===== src/rtl/piso_pkg.sv =====
// rtl/piso_pkg.sv - shared state encoding and default width for the PISO serializer
package piso_pkg;

    localparam logic [1:0] ST_IDLE  = 2'd0;
    localparam logic [1:0] ST_SHIFT = 2'd1;
    localparam logic [1:0] ST_PAR   = 2'd2;

    localparam int PISO_W = 16;

    typedef enum logic [1:0] {
        S_IDLE  = ST_IDLE,
        S_SHIFT = ST_SHIFT,
        S_PAR   = ST_PAR
    } piso_state_t;

endpackage


===== src/rtl/piso_bit_cnt.sv =====
// rtl/piso_bit_cnt.sv - bit counter with clear, enable and terminal flag at WIDTH-1
module piso_bit_cnt
    import piso_pkg::*;
#(
    parameter int WIDTH = PISO_W
) (
    input  logic clk,
    input  logic rst_n,
    input  logic clr,
    input  logic en,
    output logic last
);

    localparam int CW = $clog2(WIDTH + 1);

    logic [CW-1:0] cnt;

    always_ff @(posedge clk) begin
        if (!rst_n) begin
            cnt <= '0;
        end else if (clr) begin
            cnt <= '0;
        end else if (en) begin
            cnt <= cnt + CW'(1);
        end
    end

    assign last = (cnt == CW'(WIDTH - 1));

endmodule


===== src/rtl/piso_serializer.sv =====
// rtl/piso_serializer.sv - parallel-in serial-out shifter paced by bit_en
// Optional even parity bit after the data bits when PISO_PARITY_EN is defined.
module piso_serializer
    import piso_pkg::*;
#(
    parameter int WIDTH     = PISO_W,
    parameter bit MSB_FIRST = 1'b1
) (
    input  logic             clk,
    input  logic             rst_n,
    input  logic [WIDTH-1:0] din,
    input  logic             din_valid,
    output logic             din_ready,
    input  logic             bit_en,
    output logic             sout,
    output logic             sout_valid,
    output logic             busy,
    output logic             done
);

    piso_state_t      state, state_next;
    logic [WIDTH-1:0] sreg;
    logic             capture, shift, finish, last;
`ifdef PISO_PARITY_EN
    logic             parity, par_out;
`endif

    wire head = MSB_FIRST ? sreg[WIDTH-1] : sreg[0];

    piso_bit_cnt #(.WIDTH(WIDTH)) u_cnt (
        .clk   (clk),
        .rst_n (rst_n),
        .clr   (capture),
        .en    (shift),
        .last  (last)
    );

    assign din_ready = (state == S_IDLE);

    always_ff @(posedge clk) begin
        if (!rst_n) begin
            state <= S_IDLE;
        end else begin
            state <= state_next;
        end
    end

    always_comb begin
        state_next = state;
        capture    = 1'b0;
        shift      = 1'b0;
        finish     = 1'b0;
`ifdef PISO_PARITY_EN
        par_out    = 1'b0;
`endif
        case (state)
            S_IDLE: begin
                if (din_valid) begin
                    capture    = 1'b1;
                    state_next = S_SHIFT;
                end
            end
            S_SHIFT: begin
                if (bit_en) begin
                    shift = 1'b1;
                    if (last) begin
`ifdef PISO_PARITY_EN
                        state_next = S_PAR;
`else
                        state_next = S_IDLE;
                        finish     = 1'b1;
`endif
                    end
                end
            end
`ifdef PISO_PARITY_EN
            S_PAR: begin
                if (bit_en) begin
                    par_out    = 1'b1;
                    finish     = 1'b1;
                    state_next = S_IDLE;
                end
            end
`endif
            default: state_next = S_IDLE;
        endcase
    end

    // Output flags are registered alongside the state so they line up with the bit on sout.
    always_ff @(posedge clk) begin
        if (!rst_n) begin
            sreg       <= '0;
            sout       <= 1'b0;
            sout_valid <= 1'b0;
            busy       <= 1'b0;
            done       <= 1'b0;
`ifdef PISO_PARITY_EN
            parity     <= 1'b0;
`endif
        end else begin
            busy <= (state_next != S_IDLE);
            done <= finish;
`ifdef PISO_PARITY_EN
            sout_valid <= shift | par_out;
            if (par_out) begin
                sout <= parity;
            end
`else
            sout_valid <= shift;
`endif
            if (capture) begin
                sreg <= din;
`ifdef PISO_PARITY_EN
                parity <= ^din;
`endif
            end else if (shift) begin
                sout <= head;
                sreg <= MSB_FIRST ? {sreg[WIDTH-2:0], 1'b0} : {1'b0, sreg[WIDTH-1:1]};
            end
        end
    end

endmodule


===== config.mk =====
export PLATFORM = sky130hd
export DESIGN_NAME = piso_serializer
export DESIGN_NICKNAME = d
export VERILOG_FILES = /design/src/rtl/piso_pkg.sv /design/src/rtl/piso_bit_cnt.sv /design/src/rtl/piso_serializer.sv
export SDC_FILE = /design/constraint.sdc
export NUM_CORES = 1
export LEC_CHECK = 0
export BUFFER_PORTS_ARGS = -buffer_cell sky130_fd_sc_hd__buf_2
export CELL_PAD_IN_SITES_DETAIL_PLACEMENT = 0
export CELL_PAD_IN_SITES_GLOBAL_PLACEMENT = 2
export CORE_ASPECT_RATIO = 1.25
export CORE_UTILIZATION = 33
export DETAILED_ROUTE_END_ITERATION = 8
export PLACE_DENSITY = 0.86
export SLEW_MARGIN = 20
export SYNTH_ARGS = -nofsm -noshare
export SYNTH_HDL_FRONTEND = slang
export SYNTH_SLANG_ARGS = --single-unit
export TNS_END_PERCENT = 20

===== constraint.sdc =====
create_clock -name clk -period 3.15 [get_ports clk]
set_input_delay 0.315 -clock clk [delete_from_list [all_inputs] [get_ports clk]]
set_output_delay 0.315 -clock clk [all_outputs]
set_load 0.05 [all_outputs]

* Yosys cells after proc, flatten, opt, wreduce, memory -nomap -nowiden
Index checks and enable logic that the tools add are counted.
** Cells by class
- Equal/unequal tests :: 2
- Multiplexer cells :: 11
- Reduce and logical (&&, ||, !) cells :: 6
- $add $sub $neg :: 1
- Bitwise gates (word level) :: 2
** Operator list (number)
- two-way mux 16 bit :: 2
- two-way mux 2 bit :: 3
- adder 5 x 1 -> 5 bit (second input constant) :: 1
- == test 5 x 4 -> 1 bit (second input constant) :: 1
- two-way mux 1 bit :: 5
- case mux 2 bit (2 select lines) :: 1
- nonzero test 2 bit :: 2
- AND reduction 3 bit :: 1
- == test 2 x 1 -> 1 bit (second input constant) :: 1
- zero test 2 bit :: 1
- inverter 1 bit :: 2
- AND reduction 2 bit :: 1
- OR reduction 2 bit :: 1
** Word-level totals
- Logic and storage cells :: 29
- Output and inout port bits :: 5
- Input port bits :: 20
- Register bits :: 27

* Longest topological paths before layout
Gate-level depths: netlist of run 1.
- Word-level depth :: 5
- Depth in mapped cells :: 6
- Mapped depth without buffers :: 6

* Hierarchy
From an unflattened synthesis of run 1, not the netlist that was laid out.
** Unflattened totals
- Cell total of the unflattened synthesis :: 116
- Area, all modules :: 1171.1 µm²
** Modules (own cells, without submodules)
- piso_serializer :: area an instance 932.1 µm², sequential area each 440.4 µm², cells each 92, times used 1
- piso_bit_cnt :: area an instance 239.0 µm², sequential area each 100.1 µm², cells each 24, times used 1

* Worst setup path after synthesis of run 1
No wires, ideal clock.
- Path kind :: register to output
- Start :: register state[1]
- End :: output din_ready
- Stages on the path, launching flop included :: 2
- Arrival time :: 1.020 ns
- Slack :: 1.815 ns
- Path buffers :: 0
- Data required time :: 2.835 ns
- Path through :: dfxtp_1 -> nor2_1
** On the way
- Longest elaborated chain between the ends :: 1
** Ends and longest elaborated chain
- start, declared :: line piso_serializer.sv:21 : piso_state_t state, state_next;
- start signal, assigned :: line piso_serializer.sv:44 : state <= state_next;
- zero test 2 bit :: line piso_serializer.sv:38 : assign din_ready = (state == S_IDLE);
- end, declared :: line piso_serializer.sv:13 : output logic din_ready,
No other way between the ends.

* Final worst setup path of run 1
- Start :: register state[1]
- End :: register sreg[11]
** On the way
- Longest elaborated chain between the ends :: 3
- Elaborated cells on any way between the ends :: 6
- Classes of those cells :: eq/ne (1); mux (3); reduce/logical (2)
** Ends and longest elaborated chain
- == test 2 x 1 -> 1 bit or zero test 2 bit (tied branches) :: line piso_serializer.sv:56 : case (state)
- two-way mux 1 bit :: line piso_serializer.sv:56
- nonzero test 2 bit (no line) or two-way mux 16 bit (tied branches)
- end signal, assigned :: line piso_serializer.sv:112 : sreg <= din;
- end signal, assigned :: line piso_serializer.sv:118 : sreg <= MSB_FIRST ? {sreg[WIDTH-2:0], 1'b0} : {1'b0, sreg[WIDTH-1:1]};
- end, declared :: line piso_serializer.sv:22 : logic [WIDTH-1:0] sreg;
Several ways; a longest one is shown, not always the timed one.
A chain may end at the register's enable or synchronous reset.

==> impl_metrics.csv, run 1 <==
group,metric,value,unit
worst_setup_path,endpoint,"sreg[11]$_SDFFE_PN0P_",
logic_synthesis,syn_nets,141,
worst_setup_path,cp.required,3.34,ns
worst_setup_path,end_kind,"flip-flop",
cells_and_area,num_antenna_cells,0,
floorplanning,die_w,53.3,um
power_and_ir_drop,peakVddDrop,0.217,mV
worst_setup_path,worst_r2r_path_depth,3,
worst_setup_path,crit_fanout,18,
floorplanning,num_rows,22,
global_routing,grt_pass1_wl,3.91,mm
global_routing,gr-usage-all-layers,0.151,
drt,dr.pass1.iters,4,
floorplanning,io_pins,25,
power_and_ir_drop,power_leakage,0.467,nW
global_routing,grt_antenna_before_repair,0,
power_and_ir_drop,p_total,0.569,mW
global_routing,grt_overflow_total,0,
cells_and_area,fill_cells,332,
cells_and_area,final_nets,162,
worst_setup_path,crit_start,"state[1]$_SDFF_PN0_",
logic_synthesis,synth-seq-cells,27,
cells_and_area,finalNonFillerCells,175,
worst_setup_path,cp_slowest_stage_delay,0.62,ns
logic_synthesis,synth_seq_area_share,0.499,
clocking,cts_tree,"built",
logic_synthesis,netlist_instances,119,
clocking,cts_max_level,1,
worst_setup_path,r2r-end,"sreg[11]$_SDFFE_PN0P_",
sta,clock.fmax,527,MHz
clocking,clk_latency,0.31,ns
floorplanning,dieArea,3520,sq um
clocking,cts_hold_buf,0,
power_and_ir_drop,p_comb_frac,0.107,
drt,num_vias,928,
placement,post-place-cells,171,
power_and_ir_drop,switchingPower,0.143,mW
logic_synthesis,netlist.area_leader.share,0.499,
sta,setup_tns,0,ns
logic_synthesis,yosysMostFrequentCell,"dfxtp_1",
sta,fin_crit,1.90,ns
worst_setup_path,r2r_setup_slack,1.25,ns
floorplanning,die_y,66.1,um
clocking,post_cts_resized,0,
floorplanning,start_util,0.358,
sta,rsz0062_at_grt,"false",
drt,drt-total-wl,2.23,mm
worst_setup_path,startpoint_type,"flip-flop",
cells_and_area,area_growth,13.3,%
power_and_ir_drop,clkPwrFrac,0.256,
placement,place_ws,1.21,ns
logic_synthesis,async_reset_ff_frac,0,
clocking,clock-sinks,27,
cells_and_area,drive_gt1_frac,0.216,
drt,detail-route-antenna-nets,0,
worst_setup_path,critPathKind,"reg2reg",
outcome,outcome,"finished, final reports clean",
worst_setup_path,worstPathArrival,2.09,ns
global_routing,grt_max_degree,22,
power_and_ir_drop,internal_power,0.427,mW
sta,finalCritPeriodShare,0.602,
logic_synthesis,synth_area_leader_cell,"dfxtp_1",
logic_synthesis,synth_commonest_cells,"dfxtp_1 (27), nand2_1 (20), a22oi_1 (15), o22ai_1 (15)",
hold_path,min_path_type,"in2reg",
worst_setup_path,path_cells,"nor3b_4 > nand2b_1 > o22ai_1",
sta,finalHoldViolCount,0,
sta,setup_viol,0,
clocking,postCtsSetupRepairBufs,0,
sta,worstMarginPinSlew,0.768,ns
drt,drt_iter0_markers,36,
clocking,clk_pin_slew_worst_paths,0.14,ns
sta,slew_headroom,0.488,
placement,gp_congestion,0.651,
run,drv_cap,0,
worst_setup_path,worstReg2RegStart,"state[1]$_SDFF_PN0_",
floorplanning,core-area,3030,sq um
logic_synthesis,synth_edf_count,0,
clocking,clockBufferDepth,2,
power_and_ir_drop,p_sw_frac,0.251,
logic_synthesis,yosys_warnings,0,
sta,slew_viol_final,0,
drt,routed_via_density,5.30,
logic_synthesis,synthesis.area,1080,sq um
clocking,cts_made_buffers,3,
logic_synthesis,yosys-top-cells-area,"dfxtp_1 (50%), a22oi_1 (10%), o22ai_1 (8.7%)",
sta,fin_ws,1.25,ns
clocking,cts_root_buffer,"clkbuf_4",
logic_synthesis,synth.avg_cell_area,9.11,sq um
placement,portBuffers,24,
power_and_ir_drop,seqPwrFrac,0.638,
worst_setup_path,cp_slowest_cell,"nor3b_4",
logic_synthesis,synth_cell_type_count,25,
sta,clock_skew,0.00156,ns
drt,wire_per_inst,12.8,um
drt,drc_errors,0,
placement,hpwlAfterDp,1.49,mm
global_routing,grt_pass1_vias,892,
power_and_ir_drop,p_per_area,464,nW/um^2
logic_synthesis,synth_top_flop_cell,"dfxtp_1",
## registers in the layout, summed over array words and instances (netlist names)
| name | cells |
|---|---|
| u_cnt.cnt | 5 |
| sout_valid | 1 |
| done | 1 |
| state | 2 |
| sreg | 16 |
| sout | 1 |
| busy | 1 |
## kinds of logic (layout without fill, tap and decap cells)
family	after synthesis	count (layout)	share of synthesized area
AOI/OAI and AO/OA	39	39	0.234
other	1	1	0.00346
buffers and inverters	11	31	0.0554
DFF	27	27	0.499
xor gates and xnor gates	1	1	0.00808
and+or+nand+nor	38	38	0.177
adders and majority gates	2	2	0.0231
## per-layer routing
layer  GRT usage  part of all wire  up-vias
met4      0.0691            0.0090        0
li1            -                 -      472
met2       0.256              0.52       13
met5           0                 0        -
met3      0.0207             0.029        2
met1       0.182              0.44      441
## final cells by class
class,count,area (sq um),area share
clock inverter,1,5.00,0.00408
tap,36,45.0,0.0367
timing repair buffer,24,120,0.0979
clock buffer,3,22.5,0.0183
sequential,27,541,0.440
multi-input combinational,81,483,0.393
inverter,3,11.3,0.00917
## critical path: cells and delay by family (launching register included)
kind               cells  cell delay (ns)
AOI/OAI and AO/OA      1             0.16
DFF                    1             0.40
and+or+nand+nor        2             1.21
## stage by stage
step           area, sq um  utilization  hold slack [ns]
5_1_grt               1230        0.405            0.198
6_report              1230        0.405            0.207
2_1_floorplan         1080            -            0.432
4_1_cts               1230        0.405            0.192
3_5_place_dp          1200        0.396            0.453
3_3_place_gp          1200        0.396            0.446
## power groups by stage
stage / registers [mW] / logic [mW] / clock network [mW]
after floorplan: 0.372 / 0.0413 / 0
after global routing: 0.365 / 0.0679 / 0.164
after detailed placement: 0.370 / 0.0612 / 0
after CTS: 0.363 / 0.0613 / 0.156
final: 0.363 / 0.0607 / 0.146
after global placement: 0.370 / 0.0604 / 0
## cells in the final DEF, fill, tap and decap left out, types with 2 or more instances in the layout
cell type	netlist	final
a22oi_1	15	15
ha_1	2	2
clkbuf_4	0	3
o21ai_0	4	4
and3_1	2	2
nor3_1	2	2
buf_2	3	24
nand3_1	3	3
nand2b_1	2	2
a21oi_1	4	4
inv_1	2	2
nand2_1	20	20
o22ai_1	15	15
nor2_1	4	4
dfxtp_1	27	27
or3_1	2	2
## how the worst min path moves through the flow
stage	depth (start not counted)	slack (ns)	end	startpoint
global route	3	0.20	sreg[0]$_SDFFE_PN0P_	din[0]
finish	3	0.21	sreg[0]$_SDFFE_PN0P_	din[0]
global placement	2	0.45	sout$_SDFFE_PN0P_	sout$_SDFFE_PN0P_
detailed placement	2	0.45	sreg[11]$_SDFFE_PN0P_	sreg[11]$_SDFFE_PN0P_
floorplan	2	0.43	sout$_SDFFE_PN0P_	sreg[15]$_SDFFE_PN0P_
CTS	3	0.19	sreg[0]$_SDFFE_PN0P_	din[0]
Power figures use the tool's default switching activity.
==> run 2: changes to the inputs <==
- CORE_UTILIZATION: 33 -> 27
- PLACE_DENSITY: 0.86 -> 0.76
- clock period: 3.15 -> 1.7 ns (I/O delays scaled with it)
==> run 2 against run 1 <==
  * Non-clock buffer count rose by 5
  * Global-route usage fell by 2.9 points
  * Worst hold slack got worse by 0.078 ns
  * Routed wire length rose by 6.9%
  * Critical path depth rose by 3
  * First-iteration DRC count did not move
  * Die area rose by 21%
  * Via count rose by 3.3%
  * Worst setup slack got worse by 0.88 ns
  * Clock-buffer cell count did not move
  * Combinational power rose by 100%
  * Largest cell class unchanged
==> impl_metrics.csv, run 2 (same netlist as run 1, synthesis figures left out) <==
group,metric,value,unit
outcome,outcome,"finished, final reports clean",
floorplanning,io_pins,25,
cells_and_area,drive_gt1_frac,0.243,
sta,clock_skew,0.00311,ns
global_routing,grt_max_degree,22,
global_routing,grt_pass1_vias,884,
floorplanning,die_w,58.7,um
cells_and_area,multi_input_comb_area,483,sq um
placement,portBuffers,24,
power_and_ir_drop,p_total,1.18,mW
sta,slew_headroom,0.629,
drt,routed_via_density,4.84,
power_and_ir_drop,p_sw_frac,0.257,
clocking,clk_latency,0.28,ns
clocking,cts_tree,"built",
drt,detail-route-antenna-nets,0,
sta,worstMarginPinSlew,0.553,ns
drt,drt-total-wl,2.39,mm
cells_and_area,seq_area,541,sq um
hold_path,hold_path_startpoint,"din[0]",
clocking,postCtsSetupRepairBufs,0,
sta,finalCritPeriodShare,0.784,
cells_and_area,fill_cells,422,
clocking,clk_pin_slew_worst_paths,0.10,ns
power_and_ir_drop,clkPwrFrac,0.326,
drt,wl_met3,97,um
worst_setup_path,critPathKind,"reg2reg",
drt,dr.max_layer_used,"met4",
cells_and_area,largest_reg_flops,16,
cells_and_area,layout_commonest_cell,"dfxtp_1",
clocking,cts_root_buffer,"clkbuf_8",
worst_setup_path,startpoint_type,"flip-flop",
power_and_ir_drop,seqPwrFrac,0.570,
drt,dr.pass1.iters,4,
floorplanning,dieArea,4270,sq um
sta,setup_tns,0,ns
cells_and_area,area_growth,20.8,%
floorplanning,die_y,72.8,um
drt,wire_per_inst,12.1,um
sta,slew_viol_final,0,
global_routing,grt_overflow_total,0,
sta,clock.fmax,750,MHz
power_and_ir_drop,power_leakage,0.496,nW
clocking,cts_max_level,1,
power_and_ir_drop,switchingPower,0.302,mW
cells_and_area,final_nets,167,
sta,finalHoldViolCount,0,
floorplanning,num_rows,25,
placement,gp_congestion,0.713,
clocking,cts_hold_buf,0,
power_and_ir_drop,p_comb_frac,0.104,
drt,m1WireLength,1.12,mm
cells_and_area,num_antenna_cells,0,
placement,place_area,1260,sq um
global_routing,grt_antenna_before_repair,0,
worst_setup_path,crit_fanout,3,
sta,fin_crit,1.33,ns
worst_setup_path,end_kind,"flip-flop",
worst_setup_path,worstPathArrival,1.52,ns
power_and_ir_drop,p_per_area,900,nW/um^2
sta,setup_viol,0,
global_routing,gr-usage-all-layers,0.121,
worst_setup_path,cp.required,1.89,ns
floorplanning,core-area,3820,sq um
drt,wl_met2,1.15,mm
clocking,cts_made_buffers,3,
drt,drt_iter0_markers,36,
clocking,clock-sinks,27,
cells_and_area,top_regs,"sreg x16, u_cnt.cnt x5, state x2",
cells_and_area,fin_area,1310,sq um
drt,num_vias,959,
run,drv_cap,0,
power_and_ir_drop,internal_power,0.876,mW
worst_setup_path,worstReg2RegStart,"u_cnt.cnt[0]$_SDFFE_PP0P_",
sta,rsz0062_at_grt,"false",
hold_path,min_path_type,"in2reg",
power_and_ir_drop,peakVddDrop,0.327,mV
drt,drc_errors,0,
floorplanning,start_util,0.284,
cells_and_area,regMostFlops,"sreg",
clocking,clockBufferDepth,2,
cells_and_area,mostFrequentLayoutCells,"dfxtp_1 (27), buf_2 (24), nand2_1 (20)",
global_routing,grt_pass1_wl,4.00,mm
placement,hpwlAfterDp,1.62,mm
clocking,post_cts_resized,0,
worst_setup_path,crit_start,"u_cnt.cnt[0]$_SDFFE_PP0P_",
## run 2: final timing paths
path	to	slack [ns]	depth (start not counted)
worst max register to register	state[0]$_SDFF_PN0_	0.37	6
worst min-delay path	sreg[0]$_SDFFE_PN0P_	0.13	3
worst min register to register	sout$_SDFFE_PN0P_	0.46	2
worst max-delay path	state[0]$_SDFF_PN0_	0.37	6
## run 2: layout make-up
cell class / count / share of cell area
multi-input cells: 81 / 0.369
repair buffers: 29 / 0.120
inverters: 3 / 0.00860
clock buffers: 3 / 0.0315
flip-flops and latches: 27 / 0.413
well taps: 54 / 0.0516
clock inverters: 1 / 0.00574
## run 2: critical path, stage by stage (launching register included)
cell	delay [ns]
dfxtp_1	0.35
ha_1	0.21
and3_1	0.19
ha_1	0.18
nand3_1	0.07
o21ai_0	0.10
nor3_1	0.15
## run 2: metrics by stage
step | utilization | std cells | setup WS, ns | hold slack (ns)
finish | 0.343 | 198 | 0.367 | 0.129
global placement | 0.330 | 194 | 0.443 | 0.401
global route | 0.343 | 198 | 0.259 | 0.162
detailed placement | 0.330 | 194 | 0.385 | 0.424
CTS | 0.343 | 198 | 0.352 | 0.134
floorplan | - | 119 | 0.474 | 0.300
## run 2: per-layer routing
metal / vias up / GRT usage
met3: 2 / 0.0248
met4: 0 / 0.0397
met1: 455 / 0.160
li1: 482 / -
met5: - / 0
met2: 20 / 0.197
## run 2: power by group through the flow
stage / clock network [mW] / logic, mW / registers, mW
detailed placement: 0 / 0.123 / 0.686
finish: 0.384 / 0.122 / 0.672
floorplan: 0 / 0.0765 / 0.688
CTS: 0.396 / 0.124 / 0.672
global placement: 0 / 0.121 / 0.685
global route: 0.424 / 0.135 / 0.675
==> run 3: changes to the inputs <==
- CORE_UTILIZATION: 27 -> 30
- PLACE_DENSITY: 0.76 -> 0.8
- clock period: 1.7 -> 1.4 ns (I/O delays scaled with it)
==> run 3 against run 2 <==
  * Via count decreased by 1.7%
  * Register-to-register slack got worse by 0.23 ns
  * Sequential share of layout area decreased by 0.59 points
  * Sequential cell count unchanged
  * Clock power increased by 14%
  * Worst setup slack got worse by 0.23 ns
  * Routed wire length decreased by 2.6%
  * Sequential power increased by 21%
  * Final area increased by 1.9%
  * Clock-buffer cell count increased by 1
  * Highest routed layer unchanged
  * Die area decreased by 9.7%
  * Non-clock buffer count increased by 4
==> impl_metrics.csv, run 3 (same netlist as run 1, synthesis figures left out) <==
group,metric,value,unit
global_routing,grt_antenna_before_repair,0,
sta,finalCritPeriodShare,0.901,
cells_and_area,fin_area,1330,sq um
sta,clock_skew,0.00118,ns
run,drv_cap,0,
power_and_ir_drop,p_per_area,1060,nW/um^2
power_and_ir_drop,peakVddDrop,0.418,mV
clocking,cts_tree,"built",
drt,dr.pass1.iters,4,
clocking,clock-sinks,27,
worst_setup_path,cp.required,1.61,ns
clocking,clk_pin_slew_worst_paths,0.09,ns
cells_and_area,top_regs,"sreg x16, u_cnt.cnt x5, state x2",
clocking,cts_made_buffers,3,
clocking,cts_root_buffer,"clkbuf_8",
sta,fin_crit,1.26,ns
placement,place_ws,0.103,ns
floorplanning,dieArea,3860,sq um
global_routing,grt_pass1_wl,4.19,mm
sta,slew_viol_final,0,
cells_and_area,layout_commonest_cell,"dfxtp_1",
worst_setup_path,startpoint_type,"flip-flop",
floorplanning,num_rows,24,
placement,gp_congestion,0.683,
drt,routed_via_density,5.04,
worst_setup_path,worst_r2r_path_depth,3,
global_routing,grt_max_degree,22,
cells_and_area,mostFrequentLayoutCells,"dfxtp_1 (25), buf_2 (24), nand2_1 (20)",
worst_setup_path,crit_fanout,8,
drt,drc_errors,0,
floorplanning,die_w,55.8,um
hold_path,min_path_type,"in2reg",
worst_setup_path,end_kind,"flip-flop",
drt,wire_per_inst,12.4,um
cells_and_area,drive_gt1_frac,0.277,
outcome,outcome,"finished, final reports clean",
cells_and_area,regMostFlops,"sreg",
sta,finalHoldViolCount,0,
sta,setup_viol,0,
cells_and_area,post-route-util,0.383,
worst_setup_path,worstPathArrival,1.47,ns
floorplanning,start_util,0.311,
sta,clock.fmax,793,MHz
cells_and_area,num_antenna_cells,0,
placement,hpwlAfterDp,1.72,mm
drt,num_vias,943,
hold_path,hold_path_depth,3,
drt,drt_iter0_markers,39,
worst_setup_path,critPathKind,"reg2reg",
worst_setup_path,r2r_setup_slack,0.14,ns
clocking,clk_latency,0.27,ns
global_routing,gr-usage-all-layers,0.133,
cells_and_area,finalNonFillerCells,187,
drt,drt-total-wl,2.33,mm
placement,post-place-cells,182,
floorplanning,die_y,69.2,um
clocking,cts_max_level,1,
placement,portBuffers,24,
floorplanning,io_pins,25,
cells_and_area,largest_reg_flops,16,
placement,place_area,1280,sq um
clocking,clockBufferDepth,2,
cells_and_area,area_growth,23.1,%
power_and_ir_drop,power_leakage,0.520,nW
floorplanning,core-area,3480,sq um
cells_and_area,final_nets,171,
sta,rsz0062_at_grt,"false",
global_routing,grt_overflow_total,0,
global_routing,grt_pass1_vias,975,
drt,detail-route-antenna-nets,0,
sta,setup_tns,0,ns
clocking,cts_hold_buf,0,
sta,fin_ws,0.139,ns
-- run 3: layer usage --
metal,routed length [um],track usage
met4,31,0.0500
met1,1050,0.167
met5,0,0
met3,65,0.0168
met2,1180,0.232
-- run 3: final cells by class --
type | count | area [sq um]
Fill cell | 364 | 2150
Sequential cell | 27 | 543
Multi-Input combinational cell | 81 | 485
Timing Repair Buffer | 33 | 200
Tap cell | 39 | 48.8
Clock buffer | 4 | 45.0
Inverter | 3 | 11.3
-- run 3: final timing paths --
check | startpoint | endpoint
max | state[1]$_SDFF_PN0_ | u_cnt.cnt[3]$_SDFFE_PP0P_
min | din[0] | sreg[0]$_SDFFE_PN0P_
max reg2reg | state[1]$_SDFF_PN0_ | u_cnt.cnt[3]$_SDFFE_PP0P_
min reg2reg | sreg[15]$_SDFFE_PN0P_ | sout$_SDFFE_PN0P_
-- run 3: what timing repair did --
action                     in CTS  in global routing
setup endpoints to repair       0                  2
hold endpoints to repair        0                  0
setup buffers                   0                  1
gates resized for setup         0                  4
-- run 3: through the flow --
step           power [mW]  hold WS, ns
6_report             1.41        0.114
5_1_grt              1.48        0.132
4_1_cts              1.43        0.118
3_5_place_dp        0.992        0.402
3_3_place_gp        0.987        0.374
2_1_floorplan       0.929        0.270
-- run 3: where the power goes --
group,switching [mW],internal [mW]
Sequential,0.0186,0.797
Combinational,0.0853,0.0721
Clock,0.235,0.204
Total,0.338,1.07
-- run 3: critical path, cell delays in order (launching register included) --
cell      delay, ns
dfxtp_1        0.37
nand3b_2       0.31
or3_1          0.38
a21oi_1        0.13
